$ cat config.mk
export PLATFORM = sky130hd
export DESIGN_NAME = gcode_line_sequencer
export DESIGN_NICKNAME = d
export VERILOG_FILES = /design/src/rtl/gcode_line_sequencer.sv
export SDC_FILE = /design/constraint.sdc
export NUM_CORES = 1
export LEC_CHECK = 0
export ABC_AREA = 1
export CAP_MARGIN = 20
export CORE_MARGIN = 1
export CORE_UTILIZATION = 50
export DETAILED_ROUTE_END_ITERATION = 6
export GPL_TIMING_DRIVEN = 0
export HOLD_SLACK_MARGIN = 0.08
export PLACE_DENSITY = 0.74
export SETUP_SLACK_MARGIN = 0.5
export SLEW_MARGIN = 25
export SYNTH_ARGS = -nofsm -noshare
export SYNTH_HDL_FRONTEND = slang
export SYNTH_SLANG_ARGS = --single-unit
$ cat constraint.sdc
create_clock -name i_Clock50MHz -period 49.5 [get_ports i_Clock50MHz]
set_input_delay 9.9 -clock i_Clock50MHz [delete_from_list [all_inputs] [get_ports i_Clock50MHz]]
set_output_delay 9.9 -clock i_Clock50MHz [all_outputs]
set_load 0.05 [all_outputs]
$ cat src/rtl/gcode_line_sequencer.sv
// gcode_line_sequencer: per-line field capture, ASCII-to-binary conversion, motion dispatch and host acknowledge
module gcode_line_sequencer #(
  parameter logic [7:0]  p_ACK_CHAR       = 8'd75,
  parameter logic [7:0]  p_ERR_CHAR       = 8'd69,
  parameter logic [31:0] p_TIMEOUT_CYCLES = 32'd500_000_000
) (
  input  logic        i_Clock50MHz,
  input  logic        i_ResetN,
  input  logic        i_LineComplete,
  input  logic [47:0] i_XValue,
  input  logic [47:0] i_YValue,
  input  logic [47:0] i_ZValue,
  input  logic [47:0] i_EValue,
  input  logic        i_XDirection,
  input  logic        i_YDirection,
  input  logic        i_ZDirection,
  input  logic        i_EDirection,
  input  logic [23:0] i_M1Value,
  input  logic [23:0] i_M2Value,
  input  logic [23:0] i_M3Value,
  input  logic        i_MotionDone,
  input  logic        i_TxBusy,
  output logic [19:0] o_XSteps,
  output logic [19:0] o_YSteps,
  output logic [19:0] o_ZSteps,
  output logic [19:0] o_ESteps,
  output logic [3:0]  o_Dir,
  output logic        o_MotionStart,
  output logic [9:0]  o_HotEndTemp,
  output logic [9:0]  o_BedTemp,
  output logic [9:0]  o_FanSpeed,
  output logic        o_TxStart,
  output logic [7:0]  o_TxData,
  output logic        o_Busy,
  output logic        o_Error
);
  typedef enum logic [2:0] {IDLE, CAPTURE, CONVERT, DISPATCH, WAIT_MOTION, ACK} state_t;
  state_t        state_q;
  logic [1:0]    rst_sync_q;
  logic          rst_n, lc_q, rise, digit, bad, stop_eff, moving, timeout, tx_err, send;
  logic [263:0]  sh_q;
  logic [19:0]   acc_q [8];
  logic [19:0]   acc_nx;
  logic [7:0]    byt;
  logic [5:0]    b_q;
  logic [2:0]    fld, mnz_q;
  logic          stop_q, err_q, ovr_q;
  logic [31:0]   t_q;

  // Reset asserts immediately, releases on a clock edge
  always_ff @(posedge i_Clock50MHz or negedge i_ResetN)
    if (!i_ResetN) rst_sync_q <= 2'b00;
    else rst_sync_q <= {rst_sync_q[0], 1'b1};

  assign rst_n = rst_sync_q[1];

  // Byte classification for the current conversion step, plus dispatch/acknowledge conditions
  always_comb begin
    rise     = i_LineComplete & ~lc_q;
    byt      = sh_q[263:256];
    fld      = b_q < 6'd6  ? 3'd0 :
               b_q < 6'd12 ? 3'd1 :
               b_q < 6'd18 ? 3'd2 :
               b_q < 6'd24 ? 3'd3 :
               b_q < 6'd27 ? 3'd4 :
               b_q < 6'd30 ? 3'd5 : 3'd6;
    stop_eff = stop_q & !(b_q inside {6'd0, 6'd6, 6'd12, 6'd18, 6'd24, 6'd27, 6'd30});
    digit    = byt >= 8'h30 && byt <= 8'h39;
    bad      = byt != 8'h00 && byt != 8'h2E && !digit;
    acc_nx   = acc_q[fld] * 20'd10 + {16'd0, byt[3:0]};
    moving   = |{acc_q[0], acc_q[1], acc_q[2], acc_q[3]};
    timeout  = t_q == p_TIMEOUT_CYCLES - 32'd1;
    tx_err   = err_q | ovr_q | (state_q == WAIT_MOTION && !i_MotionDone);
    send     = !i_TxBusy && (state_q == ACK || (state_q == WAIT_MOTION && (i_MotionDone || timeout)));
  end

  // Line sequencing FSM with registered outputs; acknowledge is issued straight from WAIT_MOTION when the UART is free
  always_ff @(posedge i_Clock50MHz or negedge rst_n)
    if (!rst_n) begin
      state_q       <= IDLE;
      lc_q          <= 1'b0;
      sh_q          <= '0;
      for (int i = 0; i < 8; i++) acc_q[i] <= '0;
      b_q           <= '0;
      mnz_q         <= '0;
      stop_q        <= 1'b0;
      err_q         <= 1'b0;
      ovr_q         <= 1'b0;
      t_q           <= '0;
      o_XSteps      <= '0;
      o_YSteps      <= '0;
      o_ZSteps      <= '0;
      o_ESteps      <= '0;
      o_Dir         <= '0;
      o_MotionStart <= 1'b0;
      o_HotEndTemp  <= '0;
      o_BedTemp     <= '0;
      o_FanSpeed    <= '0;
      o_TxStart     <= 1'b0;
      o_TxData      <= '0;
      o_Busy        <= 1'b0;
      o_Error       <= 1'b0;
    end else begin
      lc_q          <= i_LineComplete;
      o_MotionStart <= 1'b0;
      o_TxStart     <= 1'b0;
      if (rise && state_q != IDLE) ovr_q <= 1'b1;
      case (state_q)
        IDLE: if (rise) begin
          state_q <= CAPTURE;
          o_Busy  <= 1'b1;
        end
        CAPTURE: begin
          sh_q    <= {i_XValue, i_YValue, i_ZValue, i_EValue, i_M1Value, i_M2Value, i_M3Value};
          o_Dir   <= {i_EDirection, i_ZDirection, i_YDirection, i_XDirection};
          mnz_q   <= {|i_M3Value, |i_M2Value, |i_M1Value};
          for (int i = 0; i < 8; i++) acc_q[i] <= '0;
          b_q     <= '0;
          stop_q  <= 1'b0;
          err_q   <= 1'b0;
          state_q <= CONVERT;
        end
        CONVERT: begin
          if (!stop_eff && digit) acc_q[fld] <= acc_nx;
          if (!stop_eff && bad) err_q <= 1'b1;
          stop_q  <= stop_eff | byt == 8'h2E | bad;
          sh_q    <= sh_q << 8;
          b_q     <= b_q + 6'd1;
          if (b_q == 6'd32) state_q <= DISPATCH;
        end
        DISPATCH: begin
          t_q     <= '0;
          state_q <= ACK;
          if (!err_q) begin
            o_XSteps <= acc_q[0];
            o_YSteps <= acc_q[1];
            o_ZSteps <= acc_q[2];
            o_ESteps <= acc_q[3];
            if (mnz_q[0]) o_HotEndTemp <= acc_q[4][9:0];
            if (mnz_q[1]) o_BedTemp <= acc_q[5][9:0];
            if (mnz_q[2]) o_FanSpeed <= acc_q[6][9:0];
            if (moving) begin
              o_MotionStart <= 1'b1;
              state_q       <= WAIT_MOTION;
            end
          end
        end
        WAIT_MOTION:
          if (i_MotionDone || timeout) begin
            err_q   <= tx_err;
            state_q <= ACK;
          end else t_q <= t_q + 32'd1;
        ACK: ;
        default: state_q <= IDLE;
      endcase
      if (send) begin
        o_TxStart <= 1'b1;
        o_TxData  <= tx_err ? p_ERR_CHAR : p_ACK_CHAR;
        o_Error   <= tx_err;
        ovr_q     <= rise;
        o_Busy    <= 1'b0;
        state_q   <= IDLE;
      end
    end
endmodule

==> impl_metrics.env <==
export IMPL_total_power_mw=2.05
export IMPL_finalHoldViolations=0
export IMPL_drt_pre_antenna_iters=7
export IMPL_leakagePower_nw=15.3
export IMPL_power_internal_mw=1.17
export IMPL_gr_total_overflow=0
export IMPL_cts_resized=0
export IMPL_via_per_inst=5.74
export IMPL_path_cells="buf_4 -> clkdlybuf4s50_1"
export IMPL_pwr_share_seq_pct=33.9
export IMPL_slew_headroom_pct=29.7
export IMPL_ff2ff_setup_slack_ns=43.73
export IMPL_coreArea_um2=52800
export IMPL_grtUsageMet3_pct=5.32
export IMPL_syn_inst=3025
export IMPL_r2r_end="acc_q[133]"
export IMPL_post_route_util_pct=64.4
export IMPL_synth_ff_type="dfrtp_1"
export IMPL_yosys_area_top_type="dfrtp_1"
export IMPL_tns_ns=0
export IMPL_cts_tree="built"
export IMPL_status="complete, but fails checks"
export IMPL_grt_pass1_wl_um=134000
export IMPL_met2_usage_pct=52.8
export IMPL_drive_above_1_share_pct=6.72
export IMPL_synth_most_common_cell="nand2_1"
export IMPL_hp_class="reg -> async"
export IMPL_clk_pin_slew_ns=0.06
export IMPL_cellPowerDensity_nw_per_um2=60.4
export IMPL_nFillCells=4399
export IMPL_busiest_layer="met2"
export IMPL_yosys_register_bits=571
export IMPL_avgSynthCellArea_um2=8.87
export IMPL_grt_pass1_vias=24190
export IMPL_cts_buffers_inserted=59
export IMPL_die_y_um=234
export IMPL_seq_area_frac_synth_pct=53.3
export IMPL_worst_path_max_delay_cell="clkdlybuf4s50_1"
export IMPL_die_w_um=234
export IMPL_synthArstFlopShare_pct=100
export IMPL_path_class="reg -> out"
export IMPL_port_buffers=395
export IMPL_drv_cap=0
export IMPL_start_util_pct=50.8
export IMPL_yosys_warnings=0
export IMPL_cp_data_arrival_time_ns=1.91
export IMPL_dp_cells=4123
export IMPL_gr_usage_met1_pct=42.4
export IMPL_max_stage_delay_ns=0.79
export IMPL_dpl_hpwl_um=67700
export IMPL_postCtsSetupRepairBufs=0
export IMPL_violations="design-rule violations"
export IMPL_fin_cells=4230
export IMPL_wl_um=87300
export IMPL_max_clock_freq_ghz=0.0847
export IMPL_antenna_found_initial=2
export IMPL_switching_share_pct=42.8
export IMPL_clock_path_buffers=3
export IMPL_pwr_share_clk_pct=22.4
export IMPL_finalMaxSlewViolations=0
export IMPL_p_switching_mw=0.877
export IMPL_cts_sinks=571
export IMPL_synth_area_um2=26800
export IMPL_ctsHoldBuffers=0
export IMPL_cts_root_buffer="clkbuf_16"
export IMPL_die_area_um2=54600
export IMPL_clkLatencyLatePin_ns=0.63
export IMPL_ys_top_cells_by_area="dfrtp_1, nand2_1, inv_1"
export IMPL_synth_top_cell_area_share_pct=53.3
export IMPL_cp_required_ns=39.60
export IMPL_synth_edf_count=0
export IMPL_synth_common_cells="nand2_1, dfrtp_1, inv_1, o221ai_1, o21ai_0"
export IMPL_peakVddDrop_uv=33.9
export IMPL_endpoint_kind="primary output"
export IMPL_start_kind="register"
export IMPL_layout_nets=3809
export IMPL_rsz0062_at_grt="no"
export IMPL_period_share_pct=23.9
export IMPL_fin_hold_ws_ns=0.235
export IMPL_grt_max_degree=58
export IMPL_rr_startpoint="b_q[5]"
export IMPL_min_period_ns=11.81
export IMPL_htreeDepth=2
export IMPL_gp_congestion=0.957
export IMPL_drtIter0Drc=2417
export IMPL_synth_cell_types=62
export IMPL_worst_slew_pin_slew_ns=1.05
export IMPL_vias=24277
export IMPL_setup_violations=0
export IMPL_track_usage_pct=31.9
export IMPL_cp_max_fo=3
export IMPL_p_comb_share_pct=43.7
export IMPL_ios=399
export IMPL_final_antenna_net_count=0
export IMPL_rr_worst_depth=20
export IMPL_clock_skew_ns=0.0212
export IMPL_core_rowCount=84
export IMPL_area_delta_synth_final_pct=26.7
export IMPL_wl_per_cell_um=20.6
export IMPL_post_route_drc_count=24
placed cells by master, fill, tap and decap left out, types with 29 or more instances in the layout:
cell	n
buf_2	37
clkbuf_1	97
clkbuf_16	60
clkdlybuf4s50_1	395
dfrtp_1	570
ha_1	38
inv_1	471
nand2_1	782
nand3_1	102
nand4_1	58
nor2_1	73
nor4_1	35
o211ai_1	68
o21ai_0	134
o21ai_1	29
o221ai_1	181
o22ai_1	126
per-stage QoR:
stage / area (um2) / worst slack (ns)
2_1_floorplan: 26800 / 32.41
3_3_place_gp: 31600 / 26.80
3_5_place_dp: 32000 / 38.04
4_1_cts: 34000 / 37.65
5_1_grt: 34000 / 37.63
6_report: 34000 / 37.69
routing by layer:
metal	part of all wire [%]	vias up
li1	-	11145
met3	7.5	180
met4	3.2	2
met5	0.014	-
met1	41	11817
met2	48	1133
cell families after synthesis:
| group | after synthesis | share of synthesized area, % |
|---|---|---|
| adder cells (fa/ha/maj) | 40 | 1.92 |
| other | 2 | 0.0280 |
| buffers and inverters | 646 | 9.48 |
| AND/OR/NAND/NOR | 1122 | 18.0 |
| XOR/XNOR | 29 | 1.14 |
| flip-flops | 571 | 53.3 |
| AO/OA/AOI/OAI | 615 | 16.2 |
how the worst max path moves through the flow:
stage / slack (ns) / startpoint / to / cells after the start
2_1_floorplan: 32.41 / rst_sync_q[1] / acc_q[100] / 0
4_1_cts: 37.65 / o_TxData[2] / o_TxData[2] / 2
3_5_place_dp: 38.04 / i_MotionDone / t_q[8] / 9
3_3_place_gp: 26.80 / rst_sync_q[1] / o_ESteps[7] / 0
6_report: 37.69 / o_TxData[2] / o_TxData[2] / 2
5_1_grt: 37.63 / o_TxData[3] / o_TxData[3] / 2
worst max-delay path: cells and delay by family, from the launching register on:
| kind | cells | cell delay [ns] |
|---|---|---|
| flops | 1 | 0.39 |
| buf+inv | 2 | 0.91 |
flip-flops by register name, summed over array words and instances (netlist names):
name and flops:
o_MotionStart 1, o_ESteps 20, o_BedTemp 10, o_TxData 3
b_q 6, o_TxStart 1, o_Busy 1, o_HotEndTemp 10
lc_q 1, o_XSteps 20, o_FanSpeed 10, t_q 32
state_q 3, o_Dir 4, ovr_q 1, o_YSteps 20
rst_sync_q 2, sh_q 264, err_q 1, stop_q 1
acc_q 137, mnz_q 3, o_ZSteps 20
power groups by stage:
stage / logic [mW] / registers [mW] / clock network, mW
after floorplan: 0.440 / 0.830 / 0
after global routing: 0.967 / 0.710 / 0.480
after detailed placement: 0.885 / 0.701 / 0
final: 0.896 / 0.696 / 0.459
after global placement: 0.848 / 0.707 / 0
after CTS: 0.889 / 0.694 / 0.462
cell type report:
class	instances	area, um2	share of cell area, %
antenna	1	2.50	0.00737
tap	688	861	2.53
clock buffer	87	1800	5.31
clock inverter	19	200	0.589
inverter	489	1840	5.40
buffer	157	707	2.08
multi-input combinational	1810	10000	29.4
sequential	571	14300	42.1
timing repair buffer	408	4270	12.6
No activity file was read; power rests on OpenSTA's default activity.
